File: src/rtl/ddr3_pix_gearbox.sv
// ---------------------------------------------------------------------------
// ddr3_pix_gearbox
//
// Purpose:
//   This stage sits downstream of ddr3_usr_logic in the ddr3_emif_clk domain.
//   It stores the 256-bit words returned by DDR3 in a small word FIFO and
//   throttles ddr3_usr_logic through read_req_out. It then unpacks the byte
//   stream into 24-bit pixels. Pixels leave on a valid/ready handshake with
//   SOF/EOF framing.
//
//   Byte k of a word is data[8k+7:8k]. The stream runs word0 byte0..31, then
//   word1 byte0 and onward. A pixel is {b[n+2], b[n+1], b[n]}, so the first
//   byte of the stream lands in [7:0].
//
// Parameters:
//   FIFO_DEPTH  word FIFO depth (power of 2, >= 4)
//   SKID        words upstream may still return after read_req_out falls
//
// Ports:
//   ddr3_emif_clk       in   clock
//   ddr3_emif_rst_n     in   asynchronous active-low reset
//   frame_start_in      in   start a frame; latches frame_pix_num_in (IDLE only)
//   frame_pix_num_in    in   [31:0] pixels in the frame
//   frame_done_out      out  1-cycle pulse in the flush cycle after EOF
//   read_req_out        out  request more words from ddr3_usr_logic
//   data_ready_in       in   upstream status (informational only)
//   read_data_in        in   [287:0]: [255:0] data, [287:256] sideband (ignored)
//   read_data_valid_in  in   word strobe
//   pix_data_out        out  [23:0] pixel
//   pix_valid_out       out  pixel valid
//   pix_ready_in        in   pixel accept
//   pix_sof_out         out  first pixel of frame
//   pix_eof_out         out  last pixel of frame
//   fifo_overflow_out   out  sticky: a word arrived while the FIFO was full
//   pix_err_out         out  sticky error flag (see PIX_ERR_CHECK_EN below)
//
// Optional feature (macro PIX_ERR_CHECK_EN):
//   When defined, pix_err_out sets in two cases:
//     - RUN starves: FIFO empty and buffer < 3 bytes for more than 64
//       consecutive cycles.
//     - A word arrives while in IDLE.
//   When undefined, pix_err_out is tied to 0 and the checker is not built.
// ---------------------------------------------------------------------------
module ddr3_pix_gearbox #(
    parameter int FIFO_DEPTH = 8,
    parameter int SKID       = 4
) (
    input  logic          ddr3_emif_clk,
    input  logic          ddr3_emif_rst_n,
    input  logic          frame_start_in,
    input  logic [31:0]   frame_pix_num_in,
    output logic          frame_done_out,
    output logic          read_req_out,
    input  logic          data_ready_in,
    input  logic [287:0]  read_data_in,
    input  logic          read_data_valid_in,
    output logic [23:0]   pix_data_out,
    output logic          pix_valid_out,
    input  logic          pix_ready_in,
    output logic          pix_sof_out,
    output logic          pix_eof_out,
    output logic          fifo_overflow_out,
    output logic          pix_err_out
);

    localparam int AW = $clog2(FIFO_DEPTH);
    localparam int CW = AW + 1;

    typedef enum logic [1:0] {
        ST_IDLE  = 2'd0,
        ST_RUN   = 2'd1,
        ST_FLUSH = 2'd2
    } state_t;

    state_t         state_reg, state_next;
    logic [31:0]    pix_num_reg, pix_num_next;
    logic [31:0]    pix_cnt_reg, pix_cnt_next;

    // Word FIFO
    logic [255:0]   fifo_mem [FIFO_DEPTH];
    logic [AW-1:0]  fifo_wr_ptr_reg, fifo_rd_ptr_reg;
    logic [CW-1:0]  fifo_cnt_reg, fifo_cnt_next;
    logic           fifo_full, fifo_empty, fifo_wr, fifo_pop;
    logic [255:0]   fifo_rd_data;

    // Byte buffer. It holds at most 2 residual bytes plus one 32-byte word,
    // so 34 bytes in total. Bits above buf_cnt are always kept at zero, so a
    // newly popped word can be OR-ed in directly above the residual bytes.
    logic [271:0]   buf_reg, buf_next, buf_shifted;
    logic [5:0]     buf_cnt_reg, buf_cnt_next, rem_cnt;

    logic           xfer;
    logic           pix_valid_next;
    logic           pix_valid_reg, pix_sof_reg, pix_eof_reg, done_reg;
    logic           read_req_reg, ovf_reg;
    logic [23:0]    pix_data_reg;

    // Upstream status and sideband carry no meaning for this stage.
    logic           unused_sigs;
    assign unused_sigs = ^{data_ready_in, read_data_in[287:256]};

    assign fifo_full    = (fifo_cnt_reg == CW'(FIFO_DEPTH));
    assign fifo_empty   = (fifo_cnt_reg == '0);
    assign fifo_wr      = read_data_valid_in && !fifo_full;
    assign fifo_rd_data = fifo_mem[fifo_rd_ptr_reg];
    assign fifo_cnt_next = fifo_cnt_reg + {{(CW-1){1'b0}}, fifo_wr}
                                        - {{(CW-1){1'b0}}, fifo_pop};

    // Storage array has no reset; contents only matter when the count says so.
    always_ff @(posedge ddr3_emif_clk) begin
        if (fifo_wr) begin
            fifo_mem[fifo_wr_ptr_reg] <= read_data_in[255:0];
        end
    end

    always_comb begin
        state_next   = state_reg;
        pix_num_next = pix_num_reg;
        pix_cnt_next = pix_cnt_reg;

        xfer        = pix_valid_reg && pix_ready_in;
        buf_shifted = xfer ? (buf_reg >> 24) : buf_reg;
        rem_cnt     = xfer ? (buf_cnt_reg - 6'd3) : buf_cnt_reg;

        // Refill as soon as the residual cannot form a whole pixel. A pop can
        // happen in the same cycle as a consume, which sustains 1 pixel/cycle.
        fifo_pop     = (state_reg == ST_RUN) && (rem_cnt < 6'd3) && !fifo_empty;
        buf_next     = buf_shifted;
        buf_cnt_next = rem_cnt;
        if (fifo_pop) begin
            buf_next     = buf_shifted | ({16'b0, fifo_rd_data} << {rem_cnt, 3'b000});
            buf_cnt_next = rem_cnt + 6'd32;
        end

        if (xfer) begin
            pix_cnt_next = pix_cnt_reg + 32'd1;
        end

        case (state_reg)
            ST_IDLE: begin
                if (frame_start_in) begin
                    pix_num_next = frame_pix_num_in;
                    pix_cnt_next = '0;
                    state_next   = (frame_pix_num_in == '0) ? ST_FLUSH : ST_RUN;
                end
            end
            ST_RUN: begin
                if (xfer && (pix_cnt_reg == pix_num_reg - 32'd1)) begin
                    state_next = ST_FLUSH;
                end
            end
            ST_FLUSH: begin
                // Drop leftover bytes so the next frame starts on a word boundary.
                buf_next     = '0;
                buf_cnt_next = '0;
                state_next   = ST_IDLE;
            end
            default: begin
                state_next = ST_IDLE;
            end
        endcase

        pix_valid_next = (state_next == ST_RUN) && (buf_cnt_next >= 6'd3);
    end

    // All outputs are registered from next-state values. They therefore
    // always describe the current buffer head, and they stay stable while a
    // pixel is stalled.
    always_ff @(posedge ddr3_emif_clk or negedge ddr3_emif_rst_n) begin
        if (!ddr3_emif_rst_n) begin
            state_reg       <= ST_IDLE;
            pix_num_reg     <= '0;
            pix_cnt_reg     <= '0;
            fifo_wr_ptr_reg <= '0;
            fifo_rd_ptr_reg <= '0;
            fifo_cnt_reg    <= '0;
            buf_reg         <= '0;
            buf_cnt_reg     <= '0;
            pix_valid_reg   <= 1'b0;
            pix_data_reg    <= '0;
            pix_sof_reg     <= 1'b0;
            pix_eof_reg     <= 1'b0;
            done_reg        <= 1'b0;
            read_req_reg    <= 1'b0;
            ovf_reg         <= 1'b0;
        end else begin
            state_reg    <= state_next;
            pix_num_reg  <= pix_num_next;
            pix_cnt_reg  <= pix_cnt_next;
            fifo_cnt_reg <= fifo_cnt_next;
            buf_reg      <= buf_next;
            buf_cnt_reg  <= buf_cnt_next;
            if (fifo_wr) begin
                fifo_wr_ptr_reg <= fifo_wr_ptr_reg + AW'(1);
            end
            if (fifo_pop) begin
                fifo_rd_ptr_reg <= fifo_rd_ptr_reg + AW'(1);
            end
            pix_valid_reg <= pix_valid_next;
            pix_data_reg  <= pix_valid_next ? buf_next[23:0] : 24'd0;
            pix_sof_reg   <= pix_valid_next && (pix_cnt_next == '0);
            pix_eof_reg   <= pix_valid_next && (pix_cnt_next == pix_num_next - 32'd1);
            done_reg      <= (state_next == ST_FLUSH);
            // Keep SKID slots free so words already in flight always fit.
            read_req_reg  <= (state_next == ST_RUN) &&
                             ((32'(fifo_cnt_next) + 32'(SKID)) < 32'(FIFO_DEPTH));
            ovf_reg       <= ovf_reg | (read_data_valid_in && fifo_full);
        end
    end

`ifdef PIX_ERR_CHECK_EN
    logic [6:0] starve_cnt_reg;
    logic       pix_err_reg;
    logic       starving;

    assign starving = (state_reg == ST_RUN) && fifo_empty && (buf_cnt_reg < 6'd3);

    always_ff @(posedge ddr3_emif_clk or negedge ddr3_emif_rst_n) begin
        if (!ddr3_emif_rst_n) begin
            starve_cnt_reg <= '0;
            pix_err_reg    <= 1'b0;
        end else begin
            if (starving) begin
                // A value of 64 here means this is the 65th consecutive
                // starving cycle. The counter saturates at 127.
                if (starve_cnt_reg >= 7'd64) begin
                    pix_err_reg <= 1'b1;
                end
                if (starve_cnt_reg != 7'd127) begin
                    starve_cnt_reg <= starve_cnt_reg + 7'd1;
                end
            end else begin
                starve_cnt_reg <= '0;
            end
            if ((state_reg == ST_IDLE) && read_data_valid_in) begin
                pix_err_reg <= 1'b1;
            end
        end
    end

    assign pix_err_out = pix_err_reg;
`else
    assign pix_err_out = 1'b0;
`endif

    assign frame_done_out    = done_reg;
    assign read_req_out      = read_req_reg;
    assign pix_data_out      = pix_data_reg;
    assign pix_valid_out     = pix_valid_reg;
    assign pix_sof_out       = pix_sof_reg;
    assign pix_eof_out       = pix_eof_reg;
    assign fifo_overflow_out = ovf_reg;

endmodule

File: config.mk
export PLATFORM = sky130hd
export DESIGN_NAME = ddr3_pix_gearbox
export DESIGN_NICKNAME = d
export VERILOG_FILES = /design/src/rtl/ddr3_pix_gearbox.sv
export SDC_FILE = /design/constraint.sdc
export NUM_CORES = 2
export LEC_CHECK = 0
export ABC_AREA = 1
export CAP_MARGIN = 30
export CORE_UTILIZATION = 37
export CTS_CLUSTER_SIZE = 12
export DETAILED_ROUTE_END_ITERATION = 8
export PLACE_DENSITY = 0.6
export SLEW_MARGIN = 5
export SYNTH_ARGS = -nofsm -noshare
export SYNTH_HDL_FRONTEND = slang
export SYNTH_SLANG_ARGS = --single-unit
File: constraint.sdc
create_clock -name ddr3_emif_clk -period 39.7 [get_ports ddr3_emif_clk]
set_input_delay 7.94 -clock ddr3_emif_clk [delete_from_list [all_inputs] [get_ports ddr3_emif_clk]]
set_output_delay 7.94 -clock ddr3_emif_clk [all_outputs]
set_load 0.01 [all_outputs]
Word-level counts from Yosys, hierarchy flattened. Memory sizes are Yosys's and may differ from the RTL's. Index checks and enable logic that the tools add are counted.

Memories kept: 1. Output and inout port bits: 31. Flip-flop bits (word level): 384. Bits in writable memories: 2048. Logic and storage cells: 73. Input port bits: 326.

Memory list: fifo_mem (depth 8, width 256, rd ports 1, clocked after memory_dff 0, write ports 1, RTL line 80) `logic [255:0] fifo_mem [FIFO_DEPTH];`.

Magnitude comparators: 3. Muxes and demuxes: 18. Shift operators: 1. Bitwise logic cells: 2. Equality and inequality tests: 7. Add/subtract/negate cells: 10. Reduce and logical (&&, ||, !) cells: 16.

Operators with widths (count): 2-to-1 mux 272 bit (3); bitwise OR 272 bit (1); << shifter 256 x 9 -> 272 bit (1); 2-to-1 mux 32 bit (5); == test 32 bit (2); logical NOT 32 bit (2); subtractor 32 x 1 -> 32 bit (second input constant) (2); adder 32 x 1 -> 32 bit (second input constant) (1); 2-to-1 mux 24 bit (1); 2-to-1 mux 6 bit (3); logical AND 1 bit (10); adder 3 x 1 -> 3 bit (second input constant) (2); adder 6 bit (second input constant) (1); >= comparator 6 x 2 -> 1 bit (second input constant) (1); < comparator 6 x 2 -> 1 bit (second input constant) (1); 2-to-1 mux 2 bit (3); subtractor 6 x 2 -> 6 bit (second input constant) (1); adder 4 x 3 -> 5 bit (second input constant) (1); < comparator 5 x 4 -> 1 bit (second input constant) (1); adder 4 x 1 -> 4 bit (1); == test 2 x 1 -> 1 bit (second input constant) (2); == test 2 bit (second input constant) (2); == test 4 bit (second input constant) (1); logical NOT 4 bit (1); 6 further kinds (8).

Longest topological paths before layout.
Depth after elaboration: 10. Depth in mapped cells: 21. Gate-level depth less buffers: 20.

Worst setup path after synthesis. OpenSTA, ideal clock, no wires.

Kind: input to register. Start point: input read_data_valid_in. End point: memory fifo_mem[0][0], enable pin. Stages: 3. Library setup time: 0.877 ns. Path buffers: 0. Arrival time: 18.955 ns. Required time: 38.823 ns. Slack: 19.868 ns. Cells stage by stage: nand2_1 or2_2 nor2_1.

Cells in the longest elaborated chain, start to end: 3.

RTL lines: start, declared (RTL line 56) `input logic read_data_valid_in,`; logical AND 1 bit (RTL line 104) `assign fifo_wr = read_data_valid_in && !fifo_full;`; 2-to-1 mux 1 bit (RTL line 111) `if (fifo_wr) begin`; 2-to-1 mux 1 bit (not written as such) (RTL line 112) `fifo_mem[fifo_wr_ptr_reg] <= read_data_in[255:0];`; end, declared (RTL line 80).

No other way between the ends.

Worst setup path after layout.
Start point: input pix_ready_in. End point: register pix_data_reg[23] (netlist: pix_data_out[23]).

Elaborated cells on any way between the ends: 20. Classes of those cells: add/sub (1); order compare (2); eq/ne (1); shift (1); mux (9); bitwise (1); reduce/logical (5).

RTL lines: start, declared (RTL line 59) `input logic pix_ready_in,`; logical AND 1 bit * (RTL line 121) `xfer = pix_valid_reg && pix_ready_in;`; parallel branches: the longest is 4 deep, another holds << shifter 256 x 9 -> 272 bit; 2-to-1 mux 272 bit * (RTL line 130) `if (fifo_pop) begin`; 2-to-1 mux 272 bit * (RTL line 139) `case (state_reg)`; via buf_next[23] (RTL line 89) `logic [271:0] buf_reg, buf_next, buf_shifted;`; 2-to-1 mux 24 bit * (RTL line 200) `pix_data_reg <= pix_valid_next ? buf_next[23:0] : 24'd0;`; end signal, assigned (RTL line 200); end, declared (RTL line 96) `logic [23:0] pix_data_reg;`.

Mark *: on every way through the listed nets, which the timed path passes. A chain may end at the register's enable or synchronous reset.

==> metrics list <==
- Outcome: finished, final reports clean
- The final layout contains routed wiring with a total length of between 300000 and 400000 um.
- The die covers 296000 sq um.
- During I/O placement, the number of pins put on the boundary was approximately 360.
* Final number of hold-violating endpoints: 0
- In this run the power density over the cells is between 80 and 90 nW/um^2.
* Hold Worst Slack: 0.476 ns
- Final worst path period need: between 10 and 15 ns
- The worst hold path begins at fifo_overflow_out.
- The via count of the first global-routing pass was ~75000.
- Clock-pin slew was measured on the worst setup and hold paths at ~0.06 ns.
* TritonCTS Buffers: roughly 270
* Post-synth ARST share: about 16%
- Crit path max fanout: between 100 and 150
* Startpoint class of the critical path: input pin
- Post-synthesis simple-gate area fraction: 16.0%
- In this run the vertical extent of the chip is about 540 um.
- In this run the critical register-to-register path is launched from buf_cnt_reg[0].
* Post-synthesis cell count: approximately 10000
- Largest net degree at the start of global routing: 216
* Setup tns final: 0 ns
- Port bufs: 322
- Crit-path cells: clkdlybuf4s50_1 -> nand2_4 -> o21ai_0 -> nand2_4 -> inv_6 -> nand3_1 -> nor4_2 -> nand2_1 -> inv_8 -> buf_4 -> buf_4 -> nand3_1 -> a21oi_1 -> inv_1 -> nor2_1
* Initial core utilization: a little under two fifths
* Via Count: 79500
- Of the cells placed in the final design, the portion with a size suffix greater than 1 is under 10%.
- Placed wire-length estimate: between 200000 and 250000 um
- Data on the critical path arrives at its endpoint at roughly 14 ns.
- Count of cell types in the netlist: between 50 and 60
- Layout-stage area growth over the synthesis result: 14.0%
* Combinational family with the most area after synthesis: simple AND/OR/NAND/NOR gates
- Gpl congestion: a little over 0.9
- FILL cells: roughly 27000
- Min-Delay Path Depth: 1
- Mux share of post-synthesis cell area: 2.12%
* Grt ovf: 0
* Max rail drop VDD: roughly 0.085 mV
* Number of flip-flops in the largest register: 2048
- After the last flow step, the layout net total stands at roughly 11000.
- Most instantiated flip-flop cell in the synthesis netlist: edfxtp_1
- In the final routed layout, each cell accounts on average for 23.9 um.
- The path with the worst hold slack has its endpoint at fifo_overflow_out.
* First DRT Iteration DRCs: 8477
- The synthesized netlist devotes 11.9% of its cell area to compound gates.
* Count of endpoints failing setup in the final report: 0
- After synthesis the netlist holds a flip-flop and latch count of 2432.
* Xor-xnor portion of the synthesized cell area: less than 1%
- For this design, the CTS-stage hold fixing added 0 buffers.
- The first TritonRoute pass finished after 6 iterations.
- CTS tree: built
* Final worst path period share: between 30 and 40%
- Initial antenna violation count: 76
* RSZ-0062 raised after global routing: no
* Proportion of synthesized chip area in sequential cells: 65.5%
- In this run the critical register-to-register path is captured at pix_data_out[23].
- Wire length of the first global-routing pass: a little over 500000 um
- Overall track demand over capacity in global routing: a little under a quarter
- Insertion delay of the later-clocked pin in the worst-skew pair: just over 0.9 ns
- Total power for the finished layout comes to 0.0109 W.
- The number of cells on the worst reg-to-reg path is 14.
- After synthesis, the largest area contributor takes up a little under three fifths of total cell area.
- Htree depth: 5
* Yosys warning count: 0
- Max transition margin: around a quarter
* Detailed-route vias per instance: 5.43
- The longest clock path from root to sink contains 4 buffers.
* Cells resized by post-CTS repair: 0
* Worst slew pin tran: approximately 1.1 ns
- DRC violations left: 0
* Category of the critical setup timing path: in2reg
- Reg2Reg Setup Slack: around 33 ns
- Clock net sink count: 2432
* Std cell rows: just under 200
* Adder-cell share of the synthesized area: 0.157%
* Net count of the mapped netlist: around 11000
* Synth top area cells: edfxtp_1 57%, dfrtp_1 8.9%, nand2_1 7.4%
- Cell area after synthesis: around 110000 sq um
* Critical-path top delay cell: buf_4
- The cell sitting at the root of the clock tree is a clkbuf_16.
- Fmax: 73.3 MHz
* Yosys top cell by area: edfxtp_1
- Final slew viol count: 0
- Biggest cell delay along the critical path: roughly 0.9 ns
- Leakage power: around 45 nW
* EDFF count, synth: approximately 2000
* Core ar.: 291000 sq um
- A synthesized cell averages between 10 and 15 sq um.
- Worst Setup End Kind: flip-flop
- Once the clock tree was built, the setup fixing pass inserted 0 buffers.
- Post-DRT Antenna Nets: 0
- The min-delay analysis places its worst path in the category reg2reg.
- Data required time of the worst path: a little over 40 ns
* Fin util: between 40 and 50%
- From left edge to right edge, the die measures approximately 540 um.
* Worst Clk Skew: 0.0484 ns
- Number of max-cap violations: 0
-- stage by stage --
step / worst slack, ns / cell area [sq um] / std cells
finish: 26.06 / 124000 / 14700
global route: 25.75 / 124000 / 14600
CTS: 26.29 / 124000 / 14600
detailed placement: 25.33 / 115000 / 14200
global placement: 25.33 / 115000 / 14100
floorplan: 19.87 / 109000 / 10500
-- metal layers --
metal / vias up / wire length (um) / track usage (%)
met5: - / 474 / 0
met2: 2959 / 159000 / 36.6
met1: 39000 / 144000 / 30.6
met4: 72 / 15900 / 9.69
met3: 671 / 30500 / 5.34
li1: 36800 / - / -
-- cell usage in the layout (no fill, tap or decap), drive strengths merged, types with 3 or more instances in the layout --
cell           Yosys  routed
o21ai           1620    1620
diode              0      24
o221ai            29      29
mux2i            230     230
o21bai             5       5
bufinv             0      16
o31ai              3       3
o211ai           152     152
a211oi             3       3
nor2            1690    1690
clkinv             4      81
or2               31      31
and2               5       5
dfrtp            384     384
o22ai            224     224
a31oi             68      68
xnor2             16      16
a22oi             12      12
xor2              51      51
nor3              18      18
buf              353     148
nand3            431     431
nand3b             7       7
ha                12      12
a21oi            264     264
edfxtp          2048    2048
inv              288     309
clkinvlp           0       4
clkbuf           338     343
nand2           2146    2146
o21a               7       7
nor4               9       9
clkdlybuf4s50      0     321
nand4             35      35
-- power breakdown --
| part | switching [W] | leakage (nW) | internal (W) |
|---|---|---|---|
| Combinational | 0.00377 | 17.4 | 0.00129 |
| Clock | 0.00102 | 4.12 | 0.00141 |
| Sequential | 0.000183 | 23.4 | 0.00327 |
| Total | 0.00498 | 44.9 | 0.00597 |
-- how the worst max path moves through the flow --
stage,startpoint,slack [ns],cells after the start,endpoint
finish,pix_ready_in,26.06,15,pix_data_out[23]
global route,pix_ready_in,25.75,15,pix_data_out[7]
CTS,pix_ready_in,26.29,15,pix_data_out[23]
detailed placement,pix_ready_in,25.33,15,pix_data_out[23]
global placement,pix_ready_in,25.33,15,pix_data_out[23]
floorplan,read_data_valid_in,19.87,3,fifo_mem[0][0]
-- layout make-up --
class | count | area, sq um | area share [%]
Clock buffer | 343 | 7270 | 5.87
Antenna cell | 24 | 60.1 | 0.0485
Tap cell | 3900 | 4880 | 3.94
Timing Repair Buffer | 469 | 4690 | 3.79
Clock inverter | 118 | 1180 | 0.950
Inverter | 292 | 1160 | 0.936
Multi-Input combinational cell | 7076 | 33400 | 27.0
Sequential cell | 2432 | 71100 | 57.5
-- cells in the mapped netlist, drive strengths merged (4+ instances only) --
cell / instances
nand3: 431
inv: 288
o22ai: 224
xor2: 51
nand4: 35
a21oi: 264
o21ai: 1620
clkinv: 4
xnor2: 16
nor4: 9
or2: 31
mux2i: 230
ha: 12
and2: 5
o211ai: 152
buf: 353
dfrtp: 384
nor2: 1690
nand3b: 7
nor3: 18
o21a: 7
clkbuf: 338
edfxtp: 2048
a22oi: 12
a31oi: 68
o221ai: 29
nand2: 2146
o21bai: 5
-- cells by family (layout without fill, tap and decap cells) --
kind of cell               count (synthesis)  in the layout
AOI/OAI and AO/OA                       2389           2389
xor gates and xnor gates                  67             67
adders and majority gates                 13             13
buffers and inverters                    983           1222
DFF                                     2432           2432
muxes                                    230            230
other                                      1             25
and+or+nand+nor                         4376           4376
-- critical path: cells and delay by family --
kind	cells	cell delay (ns)
compound gates	2	0.87
simple gates	7	2.14
buf+inv	6	3.41
Power figures use the tool's default switching activity.
